### src/rtl/mem_port_arbiter_pkg.sv
// Shared definitions for the unified-memory port arbiter.
// Holds the RV32I load/store funct3 codes, the arbiter FSM encoding, the
// last-served marker used for round-robin, the access-size decode helper and
// the NOP instruction returned when a fetch times out.
package mem_port_arbiter_pkg;

  localparam logic [2:0] F3_LB  = 3'd0;
  localparam logic [2:0] F3_LH  = 3'd1;
  localparam logic [2:0] F3_LW  = 3'd2;
  localparam logic [2:0] F3_LBU = 3'd4;
  localparam logic [2:0] F3_LHU = 3'd5;
  localparam logic [2:0] F3_SB  = 3'd0;
  localparam logic [2:0] F3_SH  = 3'd1;
  localparam logic [2:0] F3_SW  = 3'd2;

  localparam logic [31:0] NOP_INSTR = 32'h0000_0013;

  typedef enum logic [1:0] {
    ST_IDLE    = 2'd0,
    ST_BUSY_IF = 2'd1,
    ST_BUSY_D  = 2'd2
  } state_e;

  typedef enum logic {
    SRV_IF = 1'b0,
    SRV_D  = 1'b1
  } served_e;

  typedef enum logic [1:0] {
    SZ_BYTE = 2'd0,
    SZ_HALF = 2'd1,
    SZ_WORD = 2'd2
  } size_e;

  // Undefined funct3 codes fall through to a plain word access.
  function automatic size_e access_size(input logic we, input logic [2:0] funct3);
    size_e sz;
    sz = SZ_WORD;
    if (we) begin
      if (funct3 == F3_SB)      sz = SZ_BYTE;
      else if (funct3 == F3_SH) sz = SZ_HALF;
    end else begin
      if ((funct3 == F3_LB) || (funct3 == F3_LBU))      sz = SZ_BYTE;
      else if ((funct3 == F3_LH) || (funct3 == F3_LHU)) sz = SZ_HALF;
    end
    return sz;
  endfunction

endpackage

### src/rtl/mem_port_arbiter_lane_steer.sv
// Combinational byte-lane logic for RV32I loads and stores.
// Ports:
//   we, funct3, addr_lo  : access type and byte offset within the word
//   wdata                : right-aligned store data
//   rdata                : raw memory word for a load
//   be, wdata_lane       : byte enables and replicated store data
//   rdata_ext            : selected and sign/zero-extended load data
//   misaligned           : half access on odd address or word access off a word boundary
module mem_port_arbiter_lane_steer
  import mem_port_arbiter_pkg::*;
(
  input  logic        we,
  input  logic [2:0]  funct3,
  input  logic [1:0]  addr_lo,
  input  logic [31:0] wdata,
  input  logic [31:0] rdata,
  output logic [3:0]  be,
  output logic [31:0] wdata_lane,
  output logic [31:0] rdata_ext,
  output logic        misaligned
);

  size_e       sz;
  logic        sext;
  logic [7:0]  rd_byte;
  logic [15:0] rd_half;

  assign sz      = access_size(we, funct3);
  assign sext    = ~we & ((funct3 == F3_LB) | (funct3 == F3_LH));
  assign rd_half = addr_lo[1] ? rdata[31:16] : rdata[15:0];

  always_comb begin
    case (addr_lo)
      2'd0:    rd_byte = rdata[7:0];
      2'd1:    rd_byte = rdata[15:8];
      2'd2:    rd_byte = rdata[23:16];
      default: rd_byte = rdata[31:24];
    endcase
  end

  always_comb begin
    be         = 4'hF;
    wdata_lane = wdata;
    rdata_ext  = rdata;
    misaligned = 1'b0;
    case (sz)
      SZ_BYTE: begin
        if (we) begin
          be         = 4'b0001 << addr_lo;
          wdata_lane = {4{wdata[7:0]}};
        end
        rdata_ext = {{24{sext & rd_byte[7]}}, rd_byte};
      end
      SZ_HALF: begin
        misaligned = addr_lo[0];
        if (we) begin
          be         = addr_lo[1] ? 4'b1100 : 4'b0011;
          wdata_lane = {2{wdata[15:0]}};
        end
        rdata_ext = {{16{sext & rd_half[15]}}, rd_half};
      end
      default: misaligned = (addr_lo != 2'b00);
    endcase
  end

endmodule

### src/rtl/mem_port_arbiter.sv
// Arbitrates one single-port unified memory between instruction fetch and the
// load/store path, with round-robin on contention and a per-transfer timeout.
// Ports:
//   clk, rst                    : clock, asynchronous active-high reset
//   if_req/if_addr/if_gnt       : fetch request handshake
//   if_valid/if_rdata           : fetch completion pulse and instruction
//   d_req/d_we/d_funct3/d_addr/d_wdata/d_gnt : load/store request handshake
//   d_valid/d_rdata/d_err       : load/store completion, extended data, error pulse
//   m_req/m_we/m_addr/m_be/m_wdata/m_rdata/m_ack : memory macro interface
//   stall                       : a requester is still waiting for its result
module mem_port_arbiter
  import mem_port_arbiter_pkg::*;
#(
  parameter int ADDR_W  = 32,
  parameter int DATA_W  = 32,
  parameter int TIMEOUT = 255,
  parameter int TO_W    = 8
) (
  input  logic              clk,
  input  logic              rst,
  input  logic              if_req,
  input  logic [ADDR_W-1:0] if_addr,
  output logic              if_gnt,
  output logic              if_valid,
  output logic [DATA_W-1:0] if_rdata,
  input  logic              d_req,
  input  logic              d_we,
  input  logic [2:0]        d_funct3,
  input  logic [ADDR_W-1:0] d_addr,
  input  logic [DATA_W-1:0] d_wdata,
  output logic              d_gnt,
  output logic              d_valid,
  output logic [DATA_W-1:0] d_rdata,
  output logic              d_err,
  output logic              m_req,
  output logic              m_we,
  output logic [ADDR_W-1:0] m_addr,
  output logic [3:0]        m_be,
  output logic [DATA_W-1:0] m_wdata,
  input  logic [DATA_W-1:0] m_rdata,
  input  logic              m_ack,
  output logic              stall
);

  state_e            state_q, state_d;
  served_e           last_q, last_d;
  logic [TO_W-1:0]   cnt_q, cnt_d;
  logic [ADDR_W-1:0] addr_q, addr_d;
  logic              we_q, we_d;
  logic [2:0]        f3_q, f3_d;
  logic [3:0]        be_q, be_d;
  logic [DATA_W-1:0] wdata_q, wdata_d;
  logic              if_valid_q, if_valid_d;
  logic [DATA_W-1:0] if_rdata_q, if_rdata_d;
  logic              d_valid_q, d_valid_d;
  logic [DATA_W-1:0] d_rdata_q, d_rdata_d;
  logic              d_err_q, d_err_d;

  logic              busy;
  logic              ls_we;
  logic [2:0]        ls_f3;
  logic [1:0]        ls_lo;
  logic [3:0]        ls_be;
  logic [31:0]       ls_wdata;
  logic [31:0]       ls_rdata;
  logic              ls_mis;

  assign busy = (state_q != ST_IDLE);

  // One steering instance serves both directions: in IDLE it decodes the
  // incoming data request, in BUSY it extends the returning word using the
  // latched access fields.
  assign ls_we = busy ? we_q : d_we;
  assign ls_f3 = busy ? f3_q : d_funct3;
  assign ls_lo = busy ? addr_q[1:0] : d_addr[1:0];

  mem_port_arbiter_lane_steer u_lane_steer (
    .we         (ls_we),
    .funct3     (ls_f3),
    .addr_lo    (ls_lo),
    .wdata      (d_wdata),
    .rdata      (m_rdata),
    .be         (ls_be),
    .wdata_lane (ls_wdata),
    .rdata_ext  (ls_rdata),
    .misaligned (ls_mis)
  );

  always_comb begin
    state_d    = state_q;
    last_d     = last_q;
    cnt_d      = cnt_q;
    addr_d     = addr_q;
    we_d       = we_q;
    f3_d       = f3_q;
    be_d       = be_q;
    wdata_d    = wdata_q;
    if_valid_d = 1'b0;
    if_rdata_d = if_rdata_q;
    d_valid_d  = 1'b0;
    d_rdata_d  = d_rdata_q;
    d_err_d    = 1'b0;
    if_gnt     = 1'b0;
    d_gnt      = 1'b0;
    case (state_q)
      ST_IDLE: begin
        cnt_d = '0;
        // Fetch wins when alone or when data was served last.
        if (if_req && (!d_req || (last_q == SRV_D))) begin
          if_gnt  = 1'b1;
          addr_d  = if_addr;
          we_d    = 1'b0;
          f3_d    = F3_LW;
          be_d    = 4'hF;
          wdata_d = '0;
          state_d = ST_BUSY_IF;
        end else if (d_req) begin
          d_gnt = 1'b1;
          // A misaligned access is acknowledged and rejected without touching
          // memory or the round-robin pointer.
          if (ls_mis) begin
            d_err_d = 1'b1;
          end else begin
            addr_d  = d_addr;
            we_d    = d_we;
            f3_d    = d_funct3;
            be_d    = ls_be;
            wdata_d = d_we ? ls_wdata : '0;
            state_d = ST_BUSY_D;
          end
        end
      end
      ST_BUSY_IF, ST_BUSY_D: begin
        if (m_ack || (cnt_q == TO_W'(TIMEOUT - 1))) begin
          state_d = ST_IDLE;
          cnt_d   = '0;
          // A timed-out transfer still counts as served so a dead address
          // cannot starve the other requester.
          if (state_q == ST_BUSY_IF) begin
            last_d     = SRV_IF;
            if_valid_d = 1'b1;
            if_rdata_d = m_ack ? m_rdata : NOP_INSTR;
          end else begin
            last_d = SRV_D;
            if (m_ack) begin
              d_valid_d = 1'b1;
              d_rdata_d = we_q ? '0 : ls_rdata;
            end else begin
              d_err_d = 1'b1;
            end
          end
        end else begin
          cnt_d = cnt_q + 1'b1;
        end
      end
      default: state_d = ST_IDLE;
    endcase
  end

  always_ff @(posedge clk or posedge rst) begin
    if (rst) begin
      state_q    <= ST_IDLE;
      last_q     <= SRV_D;
      cnt_q      <= '0;
      if_valid_q <= 1'b0;
      if_rdata_q <= '0;
      d_valid_q  <= 1'b0;
      d_rdata_q  <= '0;
      d_err_q    <= 1'b0;
    end else begin
      state_q    <= state_d;
      last_q     <= last_d;
      cnt_q      <= cnt_d;
      if_valid_q <= if_valid_d;
      if_rdata_q <= if_rdata_d;
      d_valid_q  <= d_valid_d;
      d_rdata_q  <= d_rdata_d;
      d_err_q    <= d_err_d;
    end
  end

  // Transaction fields need no reset: they only reach the memory port while busy.
  always_ff @(posedge clk) begin
    addr_q  <= addr_d;
    we_q    <= we_d;
    f3_q    <= f3_d;
    be_q    <= be_d;
    wdata_q <= wdata_d;
  end

  assign m_req   = busy;
  assign m_we    = (state_q == ST_BUSY_D) & we_q;
  assign m_addr  = busy ? {addr_q[ADDR_W-1:2], 2'b00} : '0;
  assign m_be    = busy ? be_q : 4'h0;
  assign m_wdata = busy ? wdata_q : '0;

  assign if_valid = if_valid_q;
  assign if_rdata = if_rdata_q;
  assign d_valid  = d_valid_q;
  assign d_rdata  = d_rdata_q;
  assign d_err    = d_err_q;

  assign stall = (if_req & ~if_valid_q) | (d_req & ~d_valid_q & ~d_err_q);

endmodule
### config.mk
export PLATFORM = sky130hd
export DESIGN_NAME = mem_port_arbiter
export DESIGN_NICKNAME = d
export VERILOG_FILES = /design/src/rtl/mem_port_arbiter_pkg.sv /design/src/rtl/mem_port_arbiter_lane_steer.sv /design/src/rtl/mem_port_arbiter.sv
export SDC_FILE = /design/constraint.sdc
export NUM_CORES = 1
export LEC_CHECK = 0
export BUFFER_PORTS_ARGS = -buffer_cell sky130_fd_sc_hd__buf_2
export CORE_MARGIN = 4
export CORE_UTILIZATION = 45
export CTS_CLUSTER_DIAMETER = 120
export CTS_CLUSTER_SIZE = 10
export DETAILED_ROUTE_END_ITERATION = 10
export GPL_ROUTABILITY_DRIVEN = 1
export GPL_TIMING_DRIVEN = 0
export PLACE_DENSITY = 0.82
export SYNTH_ARGS = -nofsm -noshare
export SYNTH_HDL_FRONTEND = slang
export SYNTH_SLANG_ARGS = --single-unit
### constraint.sdc
create_clock -name clk -period 5.8 [get_ports clk]
set_clock_uncertainty 0.2 [all_clocks]
set_input_delay 0.29 -clock clk [delete_from_list [all_inputs] [get_ports clk]]
set_output_delay 0.29 -clock clk [all_outputs]
set_load 0.02 [all_outputs]
==> results of run 1 <==
area by class of cell:
class | instances | area [um^2]
Fill cell | 1237 | 5577
Sequential cell | 150 | 4115
Antenna cell | 2 | 5.005
Clock buffer | 23 | 524.3
Multi-Input combinational cell | 474 | 3136
Timing Repair Buffer | 379 | 2460
Buffer | 46 | 239.0
Clock inverter | 9 | 83.83
Tap cell | 220 | 275.3
Inverter | 13 | 51.30
worst max path at each step:
stage                                end  slack, ns  cells past startpoint
floorplan            addr_q[0]$_DFFE_PP_       1.48                     10
global placement    addr_q[13]$_DFFE_PP_       0.18                      9
detailed placement  addr_q[13]$_DFFE_PP_       2.04                     11
CTS                 addr_q[11]$_DFFE_PP_       2.01                     11
global route         addr_q[5]$_DFFE_PP_       1.71                     11
finish               addr_q[5]$_DFFE_PP_       2.00                     11
critical path, stage by stage, from the launching register on:
cell and delay (ns):
dfrtp_1 0.43, inv_1 0.10, ha_1 0.18, buf_6 0.14, buf_6 0.16, clkbuf_1 0.46
o21ai_0 0.18, mux2i_1 0.40, nand2_1 0.21, a21oi_4 0.51, buf_12 0.27, buf_12 0.22
state kept, by name, summed over array words and instances, names as in the netlist:
name / count
cnt_q: 8
d_rdata: 32
d_valid: 1
f3_q: 3
last_q: 1
wdata_q: 32
be_q: 4
state_q: 2
if_rdata: 32
we_q: 1
if_valid: 1
addr_q: 32
d_err: 1
cells by family after synthesis:
kind of cell | count (synthesis) | synth area share
flip-flops | 150 | 0.5470
multiplexers | 63 | 0.09496
AND/OR/NAND/NOR | 251 | 0.1776
adder cells (fa/ha/maj) | 6 | 0.009978
buffers and inverters | 59 | 0.03825
AO/OA/AOI/OAI | 149 | 0.1282
other | 1 | 0.0004984
XOR/XNOR | 3 | 0.003493
per-stage QoR:
step	cells	hold WS, ns
final	1316	0.01902
after global routing	1316	0.007389
after CTS	1314	0.002645
after detailed placement	1180	-0.006433
after global placement	1177	0.2582
after floorplan	683	0.2160
per-layer routing:
| metal | global-route usage | part of all wire |
|---|---|---|
| met5 | 0 | 0 |
| met4 | 0.1147 | 0.036 |
| met3 | 0.05150 | 0.069 |
| met2 | 0.4259 | 0.50 |
| met1 | 0.3215 | 0.39 |
cell usage in the layout, fill, tap and decap left out, drive strengths merged, types with 29 or more instances in the layout:
cell type and count:
buf 298, dlygate4sd3 102, dfrtp 77, edfxtp 72, nor2b 68, o21ai 62, nand2 56, clkbuf 48
nor2 47, nand3 44, mux2 34, a21oi 31, a22o 29, mux2i 29
repair_timing:
| action | CTS | global route |
|---|---|---|
| resized for setup | 0 | 0 |
| endpoints found under the hold margin | 165 | 0 |
| hold buffers | 102 | 0 |
where the power goes:
part           total, mW  switching (mW)  internal [mW]
registers           1.77           0.190           1.58
logic               2.79            1.79          0.995
clock network       1.13           0.447          0.683
total               5.69            2.43           3.26
==> results.toml, run 1 <==
[sta]
setup_tns_ns = 0
fin_ws_ns = 1.995
finalCritPeriodShare = 0.6560
hold_viol = 0
fin_crit_ns = 3.805
rsz0062_at_grt = "no"
setup_viol = 0
worstMarginPinSlew_ns = 0.7028
max_clock_freq_mhz = 262.8
slew_viol_final = 0
relSlewSlack = 0.5265

[setup_path]
required_ns = 5.71
r2r_cells = 11
path_class = "reg -> reg"
crit_start = "state_q[0]$_DFFE_PP0P_"
crit_fanout = 31
r2r_setup_slack_ns = 2.00
r2r-start = "state_q[0]$_DFFE_PP0P_"
start_kind = "flop"
end_kind = "flop"
r2r_end = "addr_q[5]$_DFFE_PP_"
cp.arrival_ns = 3.72

[detailed_routing]
wl_per_cell_um = 18.62
drt_iter0_markers = 569
drc = 0
drt_first_pass_iters = 5
dr_total_vias = 7032
via_per_inst = 5.343
finalWirelength_mm = 24.51
ant_nets = 0

[final_layout]
final_nets = 1224
post-route-util = 0.6613
area_growth_pct = 44.74
final_cell_area_um2 = 10890
drive_gt1_frac = 0.3592

[die]
design.core.area_um2 = 16470
start_util = 0.4569
die_w_um = 137.3
io_pins = 277
rows = 47
die_area_um2 = 18850
die_y_um = 137.3

[global_routing]
grt_pass1_vias = 6923
grtUsageTotal = 0.2553
grt_overflow = 0
grt_max_degree = 73
grt_pass1_wl_mm = 36.87
antenna_found_initial = 2

[synth]
yosysTopAreaCell = "edfxtp_1"
ys_ff_latch = 150
syn_inst = 682
async_flop_share = 0.5200
synth_top_area_share = 0.2874
syn_area_um2 = 7523
synth_edf_count = 72
seq_area_frac_synth = 0.5470
yosys-top-cells-area = "edfxtp_1, dfrtp_1, nor2b_1, mux2_2, mux2i_1"
synth_most_common_cell = "dfrtp_1"
synthTopCellsByCount = "dfrtp_1, edfxtp_1, nor2b_1, nand2_1, o21ai_0"
synthFlopType = "dfrtp_1"
avgSynthCellArea_um2 = 11.03
yosys_warnings = 0
ys_types = 56

[clock_tree]
post-cts-setup-buffer-count = 0
clk_path_buf_depth = 2
cts_sinks = 150
clk_latency_ns = 0.42
path_clk_slew_ns = 0.06
cts_tree = "built"
numCtsBuffers = 17
clock-root-buffer = "clkbuf_16"
htree_levels = 4

[placed_design]
place_congestion = 0.8788
dpl.hpwl_mm = 16.67
portBuffers = 274
dpl_worst_slack_ns = 2.040
place_area_um2 = 9255

[hold_path]
hold_path_class = "in -> reg"
hp-start = "if_addr[5]"
holdPathStages = 2
holdPathEnd = "addr_q[5]$_DFFE_PP_"

[power]
peakVddDrop_mv = 0.2888
power_density_nw_per_um2 = 522.4
p_leak_nw = 5.078
power_mw = 5.688

[run]
drv_cap = 0

[outcome]
status = "finished, final reports clean"
Note: power is estimated with default switching activity, not from simulation.
==> run 2, diff against run 1 <==
Settings changed: ABC_AREA set to 1, CORE_UTILIZATION 45 to 50, PLACE_DENSITY 0.82 to 0.85.
Clock period 5.8 ns to 3.7 ns, I/O delays scaled along.
==> results.toml, run 2 <==
[die]
start_util = 0.5087
die_y_um = 132.4
die_area_um2 = 17520
io_pins = 277
design.core.area_um2 = 15200
rows = 45
die_w_um = 132.4

[detailed_routing]
ant_nets = 0
finalWirelength_mm = 27.68
drc = 0
drt_first_pass_iters = 6
via_per_inst = 5.286
drt_iter0_markers = 711
dr_total_vias = 8378
wl_per_cell_um = 17.47

[placed_design]
dpl_worst_slack_ns = 0.3105
dpl.hpwl_mm = 17.51
place_congestion = 0.9123
portBuffers = 274

[sta]
finalCritPeriodShare = 0.9310
slew_viol_final = 0
setup_viol = 0
setup_tns_ns = 0
fin_crit_ns = 3.445
hold_viol = 0
fin_ws_ns = 0.2554
relSlewSlack = 0.5420
max_clock_freq_mhz = 290.3
worstMarginPinSlew_ns = 0.6855
rsz0062_at_grt = "no"

[final_layout]
area_growth_pct = 46.09
antenna_cells = 0
drive_gt1_frac = 0.2613
layout_common_cells = "nand2_1, buf_2, inv_1"
final_nets = 1528
layout_commonest_cell = "nand2_1"

[synth]
ys_ff_latch = 150
async_flop_share = 0.5200
synth_edf_count = 72
ys_types = 44
synth_most_common_cell = "nand2_1"
syn_area_um2 = 7734
synthFlopType = "dfrtp_1"
yosys_warnings = 0
synth_top_area_share = 0.2796
seq_area_frac_synth = 0.5321
yosys-top-cells-area = "edfxtp_1, dfrtp_1, nand2_1, inv_1, nor2_1"
syn_inst = 955
synthTopCellsByCount = "nand2_1, inv_1, nor2_1, dfrtp_1, edfxtp_1"
avgSynthCellArea_um2 = 8.098
yosysTopAreaCell = "edfxtp_1"

[power]
power_mw = 8.897
p_leak_nw = 6.061
peakVddDrop_mv = 0.4670
power_density_nw_per_um2 = 787.4

[clock_tree]
cts_tree = "built"
path_clk_slew_ns = 0.06
clock-root-buffer = "clkbuf_16"
clk_path_buf_depth = 2
post-cts-setup-buffer-count = 0
clk_latency_ns = 0.42
hold_buffers = 133
cts_sinks = 150
htree_levels = 4
cts_resized = 0
numCtsBuffers = 17

[run]
drv_cap = 0

[setup_path]
r2r-start = "state_q[1]$_DFFE_PP0P_"
required_ns = 3.61
end_kind = "flop"
r2r_cells = 12
r2r_setup_slack_ns = 0.26
crit_fanout = 30
crit_start = "state_q[1]$_DFFE_PP0P_"
crit_end = "wdata_q[11]$_SDFFCE_PP0P_"
r2r_end = "wdata_q[11]$_SDFFCE_PP0P_"
start_kind = "flop"
cp.arrival_ns = 3.36
path_class = "reg -> reg"

[global_routing]
grtUsageTotal = 0.3142
grt_pass1_wl_mm = 43.59
grt_pass1_vias = 8534
antenna_found_initial = 1
grt_max_degree = 65
grt_overflow = 0

[outcome]
status = "finished, final reports clean"

[hold_path]
hold_path_class = "in -> async"
run 2: cell families after synthesis:
| logic type | Yosys count | share of synthesized area |
|---|---|---|
| compound gates | 135 | 0.09060 |
| xor+xnor | 5 | 0.005662 |
| fa+ha+maj | 6 | 0.009707 |
| buf+inv | 189 | 0.09869 |
| flops | 150 | 0.5321 |
| mux | 1 | 0.001294 |
| other cells | 1 | 0.0004849 |
| simple gates | 468 | 0.2614 |
run 2: layout make-up:
class / instances / area [um^2]
Sequential cell: 150 / 4115
Fill cell: 985 / 3904
Multi-Input combinational cell: 617 / 2870
Timing Repair Buffer: 410 / 2770
Inverter: 146 / 553.0
Clock buffer: 20 / 467.9
Tap cell: 188 / 235.2
Buffer: 43 / 212.7
Clock inverter: 11 / 73.82
run 2: metrics by stage:
stage / hold slack (ns) / instance area [um^2] / instances / utilization
after floorplan: 0.1283 / 7749 / 956 / -
after global placement: 0.2518 / 9355 / 1418 / 0.6154
after detailed placement: -0.07015 / 9425 / 1421 / 0.6200
after CTS: 0.01155 / 11300 / 1585 / 0.7432
after global routing: 0.04164 / 11300 / 1585 / 0.7432
final: 0.04046 / 11300 / 1585 / 0.7432
run 2: routing by layer:
metal	share of wire	track usage	vias to the layer above
met3	0.091	0.07863	106
met1	0.36	0.3601	3886
met2	0.50	0.5491	546
met5	0.00047	0	-
met4	0.046	0.1524	2
li1	-	-	3838
run 2: worst min-delay path by stage:
stage	endpoint	slack (ns)	start
after floorplan	if_rdata[0]$_DFFE_PP0P_	0.13	m_rdata[0]
after global placement	addr_q[15]$_DFFE_PP_	0.25	d_addr[15]
after detailed placement	if_rdata[1]$_DFFE_PP0P_	-0.07	rst
after CTS	wdata_q[24]$_SDFFCE_PP0P_	0.01	d_wdata[24]
after global routing	wdata_q[27]$_SDFFCE_PP0P_	0.04	d_wdata[27]
final	cnt_q[0]$_DFFE_PP0P_	0.04	rst
run 2: report_power, final:
group	internal (mW)	switching (mW)
registers	2.53	0.330
logic	1.40	3.03
clock network	0.911	0.695
total	4.84	4.05
run 2: critical path: stages (launching register included):
cell and delay (ns):
dfrtp_1 0.40, inv_1 0.12, ha_1 0.25, inv_2 0.10, buf_6 0.16, nand2_2 0.08
nand2_1 0.09, buf_2 0.21, o21ai_1 0.24, nand3_1 0.16, a21oi_4 0.59, buf_12 0.29
buf_12 0.21
